<file path="src/rtl/fmul_pipe.sv">
// Pipelined binary32 multiplier: input capture, 3 compute stages, NSTAGE-3 output delays.
// Define FMUL_SPECIAL_EN to decode inf/NaN operands (exp field 255).
module fmul_pipe #(
    parameter int NSTAGE = 4
) (
    input  logic        clk,
    input  logic        rst,
    input  logic        en,
    input  logic [31:0] x1,
    input  logic [31:0] x2,
    output logic [31:0] y,
    output logic        done,
    output logic        busy
);
    localparam int NX = NSTAGE - 3;

    // vld_q[0] is the input capture rank, vld_q[NSTAGE] drives done
    logic [NSTAGE:0]  vld_q, vld_d;
    logic             busy_q, busy_d;
    logic [31:0]      a_q, b_q;

    logic             s1_sign_q, s1_zero_q, s1_nan_q, s1_inf_q;
    logic             s1_sign_d, s1_zero_d, s1_nan_d, s1_inf_d;
    logic signed [9:0] s1_esum_q, s1_esum_d;
    logic [23:0]      s1_ma_q, s1_mb_q, s1_ma_d, s1_mb_d;

    logic             s2_sign_q, s2_zero_q, s2_nan_q, s2_inf_q;
    logic signed [9:0] s2_esum_q;
    logic [47:0]      s2_prod_q, s2_prod_d;

    logic [NX:0][31:0] y_pipe_q, y_pipe_d;

    // Stage 1: unpack, flush denormals, bias-corrected exponent sum
    always_comb begin
        logic [7:0] ea, eb;
        logic       za, zb;
        ea = a_q[30:23];
        eb = b_q[30:23];
        za = (ea == 8'd0);
        zb = (eb == 8'd0);
        s1_sign_d = a_q[31] ^ b_q[31];
        s1_zero_d = za | zb;
        s1_esum_d = $signed({2'b00, ea}) + $signed({2'b00, eb}) - 10'sd127;
        s1_ma_d   = {1'b1, a_q[22:0]};
        s1_mb_d   = {1'b1, b_q[22:0]};
`ifdef FMUL_SPECIAL_EN
        begin
            logic a_inf, b_inf, a_nan, b_nan;
            a_inf = (ea == 8'hff) && (a_q[22:0] == 23'd0);
            b_inf = (eb == 8'hff) && (b_q[22:0] == 23'd0);
            a_nan = (ea == 8'hff) && (a_q[22:0] != 23'd0);
            b_nan = (eb == 8'hff) && (b_q[22:0] != 23'd0);
            s1_nan_d = a_nan | b_nan | (a_inf & zb) | (b_inf & za);
            s1_inf_d = (a_inf | b_inf) & ~s1_nan_d;
        end
`else
        s1_nan_d = 1'b0;
        s1_inf_d = 1'b0;
`endif
    end

    // Stage 2: full-width mantissa product
    always_comb begin
        s2_prod_d = 48'(s1_ma_q) * 48'(s1_mb_q);
    end

    // Stage 3: normalize, round to nearest-even, pack
    always_comb begin
        logic [22:0]       mant;
        logic              grd, sticky, rnd;
        logic [23:0]       mr;
        logic signed [9:0] e, er;
        if (s2_prod_q[47]) begin
            mant   = s2_prod_q[46:24];
            grd    = s2_prod_q[23];
            sticky = |s2_prod_q[22:0];
            e      = s2_esum_q + 10'sd1;
        end else begin
            mant   = s2_prod_q[45:23];
            grd    = s2_prod_q[22];
            sticky = |s2_prod_q[21:0];
            e      = s2_esum_q;
        end
        rnd = grd & (sticky | mant[0]);
        mr  = {1'b0, mant} + {23'd0, rnd};
        // all-ones mantissa rounding up wraps to 1.0 at the next exponent
        er  = e + $signed({9'd0, mr[23]});
        if (s2_nan_q)
            y_pipe_d[0] = 32'h7fc0_0000;
        else if (s2_inf_q || (!s2_zero_q && er >= 10'sd255))
            y_pipe_d[0] = {s2_sign_q, 8'hff, 23'd0};
        else if (s2_zero_q || er <= 10'sd0)
            y_pipe_d[0] = {s2_sign_q, 31'd0};
        else
            y_pipe_d[0] = {s2_sign_q, er[7:0], mr[22:0]};
        for (int i = 1; i <= NX; i++)
            y_pipe_d[i] = y_pipe_q[i-1];
    end

    always_comb begin
        vld_d  = {vld_q[NSTAGE-1:0], en};
        busy_d = |vld_q[NSTAGE-1:0];
    end

    always_ff @(posedge clk or posedge rst) begin
        if (rst) begin
            vld_q     <= '0;
            busy_q    <= 1'b0;
            a_q       <= '0;
            b_q       <= '0;
            s1_sign_q <= 1'b0;
            s1_zero_q <= 1'b0;
            s1_nan_q  <= 1'b0;
            s1_inf_q  <= 1'b0;
            s1_esum_q <= '0;
            s1_ma_q   <= '0;
            s1_mb_q   <= '0;
            s2_sign_q <= 1'b0;
            s2_zero_q <= 1'b0;
            s2_nan_q  <= 1'b0;
            s2_inf_q  <= 1'b0;
            s2_esum_q <= '0;
            s2_prod_q <= '0;
            y_pipe_q  <= '0;
        end else begin
            vld_q     <= vld_d;
            busy_q    <= busy_d;
            a_q       <= x1;
            b_q       <= x2;
            s1_sign_q <= s1_sign_d;
            s1_zero_q <= s1_zero_d;
            s1_nan_q  <= s1_nan_d;
            s1_inf_q  <= s1_inf_d;
            s1_esum_q <= s1_esum_d;
            s1_ma_q   <= s1_ma_d;
            s1_mb_q   <= s1_mb_d;
            s2_sign_q <= s1_sign_q;
            s2_zero_q <= s1_zero_q;
            s2_nan_q  <= s1_nan_q;
            s2_inf_q  <= s1_inf_q;
            s2_esum_q <= s1_esum_q;
            s2_prod_q <= s2_prod_d;
            y_pipe_q  <= y_pipe_d;
        end
    end

    assign y    = y_pipe_q[NX];
    assign done = vld_q[NSTAGE];
    assign busy = busy_q;
endmodule

</file>
<file path="config.mk">
export PLATFORM = sky130hd
export DESIGN_NAME = fmul_pipe
export DESIGN_NICKNAME = d
export VERILOG_FILES = /design/src/rtl/fmul_pipe.sv
export SDC_FILE = /design/constraint.sdc
export NUM_CORES = 2
export LEC_CHECK = 0
export CORE_AREA = 2 2 430 261
export CTS_CLUSTER_DIAMETER = 50
export DETAILED_ROUTE_END_ITERATION = 7
export DIE_AREA = 0 0 432 263
export GPL_TIMING_DRIVEN = 0
export PLACE_DENSITY = 0.51
export REMOVE_ABC_BUFFERS = 1
export SYNTH_ARGS = -nofsm -noshare
export SYNTH_HDL_FRONTEND = slang
export SYNTH_SLANG_ARGS = --single-unit
</file>
<file path="constraint.sdc">
create_clock -name clk -period 8.3 [get_ports clk]
set_input_delay 1.66 -clock clk [delete_from_list [all_inputs] [get_ports clk]]
set_output_delay 1.66 -clock clk [all_outputs]
set_load 0.1 [all_outputs]
</file>
Yosys cells after proc, flatten, opt, wreduce, memory -nomap -nowiden
Cells that the tools add are included.

Register bits: 254. Bits of input ports: 67. Output and inout port bits: 34. Logic and storage cells: 41.

$add $sub $neg: 5. $mul: 1. $lt $le $gt $ge: 2. Multiplexer cells: 6. Bitwise gates (word level): 4. Reduce and logical (&&, ||, !) cells: 8.

Operators by type and width (number): $mux 31 (2); $mul 24x24->48 (1); $add 23x1->24 (1); $mux 23 (1); $reduce_or 23->1 (1); $reduce_or 22->1 (1); $logic_not 8->1 (2); $add 10x2->10 (1); $add 10x2->10 const B (1); $ge 10x9->1 const B (1); $le 10x1->1 const B (1); $mux 10 (1); $sub 9x7->10 const B (1); $add 8x8->9 (1); $reduce_or 4->1 (1); $mux 1 (2); $or 1x1->1 (2); $and 1x1->1 (1); $logic_and 1x1->1 (1); $logic_not 1->1 (1); $logic_or 1x1->1 (1); $xor 1x1->1 (1).

Longest topological paths before layout
Depth in word-level cells: 10. Depth in mapped cells: 26.

Least setup slack after synthesis
No wires, ideal clock.

Kind: register -> register. Start point: register s1_ma_q[23]. End point: register s2_prod_q[46]. Arrival: 6797 ps. Slack: 1423 ps. Stages on the path, launching flop included: 26. Cells stage by stage: dfrtp_1 > clkbuf_1 > clkbuf_1 > and2_1 > fa_1 > fa_1 > inv_1 > fa_1 > fa_1 > inv_1 > fa_1 > fa_1 > inv_1 > fa_1 > inv_1 > ha_1 > clkbuf_1 > a21o_1 > a21o_1 > a21o_1 > or3_1 > o221a_2 > a211oi_2 > o211ai_1 > a31oi_1 > xnor2_1.

Word-level cells in the longest chain between the ends: 1.

Ends and longest elaborated chain: from (decl) (RTL line 25) `logic [23:0] s1_ma_q, s1_mb_q, s1_ma_d, s1_mb_d;`; from (signal assigned) (RTL line 135) `s1_ma_q <= s1_ma_d;`; $mul 24x24->48 (RTL line 64) `s2_prod_d = 48'(s1_ma_q) * 48'(s1_mb_q);`; via s2_prod_d[46] (RTL line 29) `logic [47:0] s2_prod_q, s2_prod_d;`; to (signal assigned) (RTL line 142) `s2_prod_q <= s2_prod_d;`; to (decl) (RTL line 29).

The timed path passes the listed nets, and every way through them passes these cells.

Final worst setup path
Start point: register s1_mb_q[16]. End point: register s2_prod_q[43].

Word-level cells in the longest chain between the ends: 1.

Ends and longest elaborated chain: from (decl) (RTL line 25); from (signal assigned) (RTL line 136) `s1_mb_q <= s1_mb_d;`; $mul 24x24->48 (RTL line 64); via s2_prod_d[43] (RTL line 29).

The timed path passes the listed nets, and every way through them passes these cells.

==> impl_metrics.env <==
export IMPL_outcome="finished, final reports clean"
export IMPL_fin_crit_sh=0.9778
export IMPL_drt_pass1_iter_count=5
export IMPL_via_per_inst=4.191
export IMPL_path_clk_slew_ns=0.07
export IMPL_clockBufferDepth=3
export IMPL_cts_root_buf="clkbuf_16"
export IMPL_cp_cell_sequence="nand2_1 > fa_1 > inv_1 > fa_1 > inv_1 > fa_1 > inv_1 > fa_1 > fa_1 > fa_1 > inv_1 > fa_1 > inv_1 > ha_1 > a21oi_1 > o21ai_0 > o21bai_1 > a21o_1 > a21oi_1 > o221ai_1 > o21ai_0 > o21ai_0 > xor2_1"
export IMPL_layout_common_cells="567 x inv_1, 483 x fa_1, 329 x nand2_1"
export IMPL_drv_cap=0
export IMPL_max_freq_mhz=123.2
export IMPL_max_slew_margin=0.1427
export IMPL_htreeDepth=1
export IMPL_drc=0
export IMPL_min_period_ns=8.116
export IMPL_start_util=0.2498
export IMPL_synthArstFlopShare=1.000
export IMPL_grt_pass1_wl_um=109500
export IMPL_grt_usage=0.1224
export IMPL_drive_above_1_share=0.04132
export IMPL_critPathRequiredTime_ns=8.73
export IMPL_min_path_type="reg2reg"
export IMPL_ys_flop_type="dfrtp_1"
export IMPL_die_y_um=263
export IMPL_rsz0062_at_grt="no"
export IMPL_synth_seq_cells=253
export IMPL_fp_row_count=94
export IMPL_die_x_um=432
export IMPL_grt_max_degree=134
export IMPL_start_kind="flip-flop"
export IMPL_drt_iter0_drc=899
export IMPL_die_area_um2=113600
export IMPL_nets=3458
export IMPL_ctsResizeCount=0
export IMPL_crit_arrival_ns=8.55
export IMPL_ant_nets=0
export IMPL_hold_ws_ns=0.3385
export IMPL_worstPathMaxFanout=24
export IMPL_critPathMostFrequentCell="fa_1"
export IMPL_num_io_pins=101
export IMPL_synth_cell_types=65
export IMPL_max_stage_delay_ns=1.16
export IMPL_netlist_area_um2=27300
export IMPL_route_vias_total=17500
export IMPL_hold_viol=0
export IMPL_endpoint_kind="flip-flop"
export IMPL_antenna_found_initial=2
export IMPL_synth_area_per_cell_um2=10.12
export IMPL_syn2layout_area_growth_pct=12.58
export IMPL_finClkSkew_ns=0.01250
export IMPL_port_buffers=100
export IMPL_slew_viol_final=0
export IMPL_crit_buf_inv=5
export IMPL_grt_remaining_overflow=0
export IMPL_synth_edff_count=0
export IMPL_grt_pass1_vias=18780
export IMPL_worst_slew_pin_slew_ns=1.286
export IMPL_yosysSeqAreaShare=0.2319
export IMPL_cts_inserted_buffers=27
export IMPL_wl_per_cell_um=16.03
export IMPL_dp_hpwl_um=52060
export IMPL_cts_tree="yes"
export IMPL_insertion_delay_ns=0.56
export IMPL_coreArea_um2=109300
export IMPL_tns_ns=0
export IMPL_synth_warning_count=0
export IMPL_cts_setup_buffers=0
export IMPL_final_common_cell="inv_1"
export IMPL_critPathSlowestCell="dfrtp_1"
export IMPL_syn_instance_count=2698
export IMPL_crit_family="adder cells"
export IMPL_numClockSinks=253
export IMPL_crit_type="reg2reg"
export IMPL_place_gp_congestion=0.8059
export IMPL_routed_wl_um=66920
export IMPL_setup_viol=0
export IMPL_hold_buffers=0
## worst paths after layout
path,endpoint,slack [ns],cells past startpoint,from
min in group asynchronous,b_q[6],1.40,2,rst
max in group asynchronous,s1_ma_q[6],5.97,3,rst
worst min register to register,s2_esum_q[4],0.34,0,s1_esum_q[4]
worst min-delay path,s2_esum_q[4],0.34,0,s1_esum_q[4]
worst max-delay path,s2_prod_q[43],0.18,23,s1_mb_q[16]
worst max register to register,s2_prod_q[43],0.18,23,s1_mb_q[16]
## layer usage
metal / routed length (um) / vias to the layer above / GRT usage
met5: 0 / - / 0
met4: 858 / 0 / 0.01597
met3: 3436 / 48 / 0.01618
met2: 26530 / 326 / 0.1696
met1: 36100 / 9042 / 0.2016
li1: - / 8084 / -
## per-stage QoR
stage	std cells	util	setup slack (ns)	instance area [um2]
after CTS	4175	0.2809	0.04576	30690
after floorplan	2582	-	-0.3167	26830
after global placement	4122	0.2712	-3.807	29640
after global routing	4175	0.2812	0.002695	30730
after detailed placement	4126	0.2723	0.08224	29750
final	4176	0.2812	0.1840	30730
## cell families (layout without fill, tap and decap cells)
group / count (synthesis) / count (layout) / share of synthesized area
compound gates: 175 / 175 / 0.04313
xor+xnor: 92 / 92 / 0.02952
fa+ha+maj: 676 / 676 / 0.4427
buf+inv: 684 / 721 / 0.09502
flops: 253 / 253 / 0.2319
mux: 24 / 24 / 0.009076
other cells: 1 / 2 / 0.0001374
simple gates: 793 / 793 / 0.1485
## synthesized netlist by cell type (30+ instances only)
cell type / n / area share
inv_1: 568 / 0.078
dfrtp_1: 253 / 0.23
xor2_1: 32 / 0.010
and2_1: 309 / 0.071
a21o_1: 34 / 0.0094
nor2_1: 48 / 0.0066
o21ai_0: 30 / 0.0055
ha_1: 193 / 0.088
nand2_1: 329 / 0.045
xnor2_1: 60 / 0.019
clkbuf_1: 107 / 0.015
fa_1: 483 / 0.35
a21oi_1: 52 / 0.0095
## flip-flops by register name (all words and copies together), names as in the netlist, 5 cells and up
name,flops
s1_ma_q,24
s1_esum_q,10
s2_prod_q,48
b_q,32
a_q,32
y,32
s1_mb_q,23
vld_q,5
y_pipe_d,32
s2_esum_q,10
## cell type report
cell class | count | area (um2)
inverters | 568 | 2140
flip-flops and latches | 253 | 6374
repair buffers | 104 | 1104
clock buffers | 32 | 704.4
fillers | 11460 | 78530
clock inverters | 17 | 232.7
diodes | 1 | 2.502
well taps | 1440 | 1802
multi-input cells | 1761 | 18370
Power is left out: the tool's default activity adds up to more than one toggle a clock period on the data nets, which glitch-free logic cannot reach.
==> patch 1: new RTL, same flow settings <==
Build with the macro `FMUL_SPECIAL_EN` defined.
--- a/src/rtl/fmul_pipe.sv
+++ b/src/rtl/fmul_pipe.sv
@@ -1,5 +1,7 @@
 // Pipelined binary32 multiplier: input capture, 3 compute stages, NSTAGE-3 output delays.
 // Define FMUL_SPECIAL_EN to decode inf/NaN operands (exp field 255).
+`define FMUL_SPECIAL_EN
+
 module fmul_pipe #(
     parameter int NSTAGE = 4
 ) (
Formal check against the unedited RTL: not equivalent (a bounded check fails within 10 cycles, from zero or initial values and one cycle with rst high).
==> patch 1 against the unedited design <==
  * Count of clock-buffer cells in the layout fell by 3
  * Cell count rose by 2.1%
  * Setup slack improved by 0.091 ns
  * Wire length rose by 6.5%
  * Die area did not move
  * Final area rose by 1.6%
  * Area after synthesis rose by 2.0%
  * Sequential cell count rose by 4
Power is left out: the tool's default activity adds up to more than one toggle a clock period on the data nets, which glitch-free logic cannot reach.
==> patch 1: results (changes against the unedited design) <==
Fillers: 11.4k (-0.33%)
Placement Setup Slack: 0.0107 ns (-0.0715 ns)
Sequential cell count: 257 (+1.6%)
WL final: 71300 microns (+6.5%)
Wl on met1: 37600 microns (+4.2%)
Wire length of the first global-routing pass: 116000 microns (+5.7%)
XOR/XNOR Fraction of Synth Area: 2.99% (+0.038 points)
Dpl cells: 4211 (+2.1%)
Reg area: 0.00648 sq mm (+1.7%)
Area grow syn2layout: 12.2%
Met2 usage: 17.9% (+0.95 points)
Met1 Usage GRT: 21.4% (+1.2 points)
Area contributors post-synth: fa_1 35%, dfrtp_1 23%, ha_1 8.7%
WL met2: 28600 microns (+7.8%)
Outcome: finished, final reports clean
Via count: 18.3k (+4.3%)
Drt first pass iters: 8 (+3)
Post-DP HPWL: 56100 microns (+7.7%)
Inverters: 569 (+0.18%)
Clock-cell share: 2.87% (-0.18 points)
Area occupied by multi-input gates: 0.0188 sq mm (+2.2%)
Initial DRC Count: 1187 (+32%)
Layout non-clock buf frac: 3.60% (+0.0058 points)
Met3 GRT Util: 1.78% (+0.16 points)
Layout cells sized above 1: 4.22% (+0.088 points)
Met3 WL: 4080 microns (+19%)
Synth Area in Compound Gates: 4.85% (+0.54 points)
Seq/Total Area, Yosys: 23.1% (-0.087 points)
Placement Cell Area: 0.0302 sq mm (+1.7%)
Seq/total area: 20.8% (about the same)
Adder-cell share of the synthesized area: 43.4% (-0.85 points)
NumNets Final: 3543 (+2.5%)
Pin count of the biggest net entering global routing: 122 (-9.0%)
Clock buffer cells: 29 (-9.4%)
Most frequent cells after synthesis: 569 x inv_1, 483 x fa_1, 331 x nand2_1
RePlAce Congestion: 0.823 (+2.1%)
Unique masters post-synth: 63 (-3.1%)
Clk_skew: 0.0326 ns (+0.0201 ns)
Multi-input gates: 1841 (+4.5%)
CTS buffer count: 26 (-3.7%)
Slew headroom: 13.2% (-1.0 points)
Non-CTS buffers: 105 (+0.96%)
Routed length per instance: 16.7 microns (+4.4%)
==> patch 1: cell types whose count changed in the layout (fill, tap and decap cells not counted), moves of 5 or more <==
cell / delta
a21o_1: -14
a21oi_1: +10
and3_1: -6
dfrtp_2: +7
nand3_1: +9
nand3b_1: -5
nand4_1: +11
nor2_1: +25
nor2b_1: +7
nor4_1: +14
o211ai_1: +8
o21bai_1: +9
==> patch 1: what timing repair did <==
action                                 in CTS  in global routing
endpoints found under the hold margin       0                  0
hold buffers                                0                  0
setup endpoints to repair                   1                  7
gates resized for setup                     2                 36
==> patch 1: worst paths after layout <==
check	startpoint	to	slack, ns	cells past startpoint
setup / recovery	s1_mb_q[17]	s2_prod_q[47]	0.28	22
hold / removal	y_pipe_d[60]	y[28]	0.33	0
setup reg to reg	s1_mb_q[17]	s2_prod_q[47]	0.28	22
hold reg to reg	y_pipe_d[60]	y[28]	0.33	0
max in group asynchronous	rst	s1_ma_q[16]	5.78	3
min in group asynchronous	rst	vld_q[0]	1.50	2
==> patch 2: new RTL, config.mk and constraints unchanged <==
Made on the original files. Add an input register stage for `en`, `x1` and `x2`, cleared by the reset; this delays them by one clock.
--- a/src/rtl/fmul_pipe.sv
+++ b/src/rtl/fmul_pipe.sv
@@ -13,6 +13,22 @@
     output logic        busy
 );
     localparam int NX = NSTAGE - 3;
+
+    logic en_q;
+    logic [31:0] x1_q;
+    logic [31:0] x2_q;
+
+    always_ff @(posedge clk or posedge rst) begin
+        if (rst) begin
+            en_q <= '0;
+            x1_q <= '0;
+            x2_q <= '0;
+        end else begin
+            en_q <= en;
+            x1_q <= x1;
+            x2_q <= x2;
+        end
+    end
 
     // vld_q[0] is the input capture rank, vld_q[NSTAGE] drives done
     logic [NSTAGE:0]  vld_q, vld_d;
@@ -98,7 +114,7 @@
     end
 
     always_comb begin
-        vld_d  = {vld_q[NSTAGE-1:0], en};
+        vld_d  = {vld_q[NSTAGE-1:0], en_q};
         busy_d = |vld_q[NSTAGE-1:0];
     end
 
@@ -125,8 +141,8 @@
         end else begin
             vld_q     <= vld_d;
             busy_q    <= busy_d;
-            a_q       <= x1;
-            b_q       <= x2;
+            a_q       <= x1_q;
+            b_q       <= x2_q;
             s1_sign_q <= s1_sign_d;
             s1_zero_q <= s1_zero_d;
             s1_nan_q  <= s1_nan_d;
Behaviour: not the same (a bounded check fails within 4 cycles, from zero or initial values and one cycle with rst high).
==> patch 2 against the unedited design <==
  * Area after synthesis grew 7.1%
  * Sequential cell count grew 65
  * Setup slack gained 0.18 ns
  * Cell count grew 3.5%
  * Non-clock buffer count grew 1
  * Wire length grew 7.7%
  * Die area is the same
  * Count of clock-buffer cells in the layout grew 20
  * Final area grew 8.2%
  * Utilization grew 2.3 points
  * Critical endpoint is now s2_prod_q[44]
Power is left out: the tool's default activity adds up to more than one toggle a clock period on the data nets, which glitch-free logic cannot reach.
==> patch 2: results (changes against the unedited design) <==
Outcome: finished, final reports clean
Antenna violations before repair: 0 (-2)
H-tree depth: 2 (+1)
Placement Setup Slack: 0.0609 ns (-0.0214 ns)
Post-DP HPWL: 54100 microns (+4.0%)
Worst-path fanout max: 24 (unchanged)
Critical R2R Capture: s2_prod_q[44]
Maximum root-to-sink buffer count: 3 (unchanged)
Register-to-Register Path Depth: 21 (-8.7%)
Async S/R FF share, synth: 100% (unchanged)
Hold Path Cell Cnt: 0 (unchanged)
Worst skew pair latency: 0.62 ns (+0.06 ns)
DRC Markers: 0 (unchanged)
Vias in the first global route: 20.0k (+6.4%)
Slew headroom: 12.6% (-1.6 points)
Drt first pass iters: 5 (unchanged)
Clock-pin slew on the worst setup and hold paths: 0.06 ns
Hold Path End: b_q[22]
Top Family by Delay on Critical Path: adder cells
I/O Buffers: 100 (unchanged)
Worst hold start: x2_q[22]
DR vias/cell: 4.30 (+2.5%)
Max incr delay on CP: 0.98 ns (-0.18 ns)
NumNets Final: 3589 (+3.8%)
Reg2reg start: s1_mb_q[2]
Clk_skew: 0.0266 ns (+0.0141 ns)
Area contributors post-synth: fa_1 33%, dfrtp_1 27%, ha_1 8.3%
Initial DRC Count: 943 (+4.9%)
Fillers: 11.3k (-1.7%)
Pin count of the biggest net entering global routing: 120 (-10%)
Wire length of the first global-routing pass: 118000 microns (+7.3%)
Routed length per instance: 16.7 microns (+4.1%)
Layout cells sized above 1: 5.17% (+1.0 points)
CTS buffer count: 45 (+67%)
Seq/Total Area, Yosys: 27.2% (+4.0 points)
RePlAce Congestion: 0.816 (+1.2%)
Crit path DAT: 8.48 ns (-0.07 ns)
GRT Util Overall: 13.3% (+1.0 points)
Unique masters post-synth: 70 (+7.7%)
Most frequent cells after synthesis: 555 x inv_1, 483 x fa_1, 333 x nand2_1
## patch 2: cell types whose count changed in the layout (fill, tap and decap cells not counted), sizes merged, moves of 11 or more
cell / delta
and2: +11
clkbuf: +20
dfrtp: +65
a21oi: +23
nor2b: +11
## patch 2: layout make-up
type | instances | area [sq um] | area share (%)
multi-input cells | 1821 | 18700 | 56.3
flip-flops and latches | 318 | 8010 | 24.1
inverters | 555 | 2090 | 6.29
well taps | 1440 | 1800 | 5.42
clock buffers | 52 | 1180 | 3.56
repair buffers | 105 | 1110 | 3.34
clock inverters | 30 | 349 | 1.05
diodes | 1 | 2.50 | 0.00753
## patch 2: layer usage
| metal | wire length, microns | global-route usage, % | up-vias | share of wire [%] |
|---|---|---|---|---|
| met5 | 0 | 0 | - | 0 |
| met4 | 1240 | 2.63 | 0 | 1.7 |
| met3 | 5090 | 3.34 | 85 | 7.1 |
| met2 | 28700 | 18.1 | 434 | 40 |
| met1 | 37100 | 20.7 | 9510 | 51 |
| li1 | - | - | 8543 | - |
## patch 2: cell families after synthesis
| logic type | count (synthesis) | synth area share [%] |
|---|---|---|
| simple gates | 830 | 14.6 |
| buf+inv | 679 | 8.82 |
| fa+ha+maj | 676 | 41.4 |
| flops | 318 | 27.2 |
| compound gates | 207 | 4.66 |
| xor+xnor | 84 | 2.52 |
| mux | 23 | 0.818 |
| other cells | 1 | 0.0128 |
## patch 2: stage by stage
step / area, sq um / hold WS (ns) / TNS (ns) / cells
2_1_floorplan: 28700 / 0.331 / -686.74 / 2694
3_3_place_gp: 31500 / 0.332 / -2207.06 / 4234
3_5_place_dp: 31700 / 0.335 / 0 / 4239
4_1_cts: 33200 / 0.341 / 0 / 4321
5_1_grt: 33200 / 0.345 / 0 / 4321
6_report: 33200 / 0.341 / 0 / 4322
## patch 2: worst reg2reg max path: cells and delay by family, from the launching register on
kind                       cells  cell delay (ns)
adders and majority gates      8             3.81
buffers and inverters          4             0.20
and+or+nand+nor                2             0.37
DFF                            1             0.98
xor gates and xnor gates       1             0.14
AOI/OAI and AO/OA              6             2.34
## patch 2: how the worst max path moves through the flow
stage / from / to / slack (ns) / cells after the start
floorplan: rst / a_q[0] / -2.16 / 1
global placement: rst / x1_q[13] / -7.05 / 2
detailed placement: s1_ma_q[7] / s2_prod_q[46] / 0.06 / 22
CTS: s1_ma_q[7] / s2_prod_q[44] / 0.03 / 22
global route: s1_mb_q[2] / s2_prod_q[44] / 0.0006 / 21
finish: s1_mb_q[2] / s2_prod_q[44] / 0.36 / 21
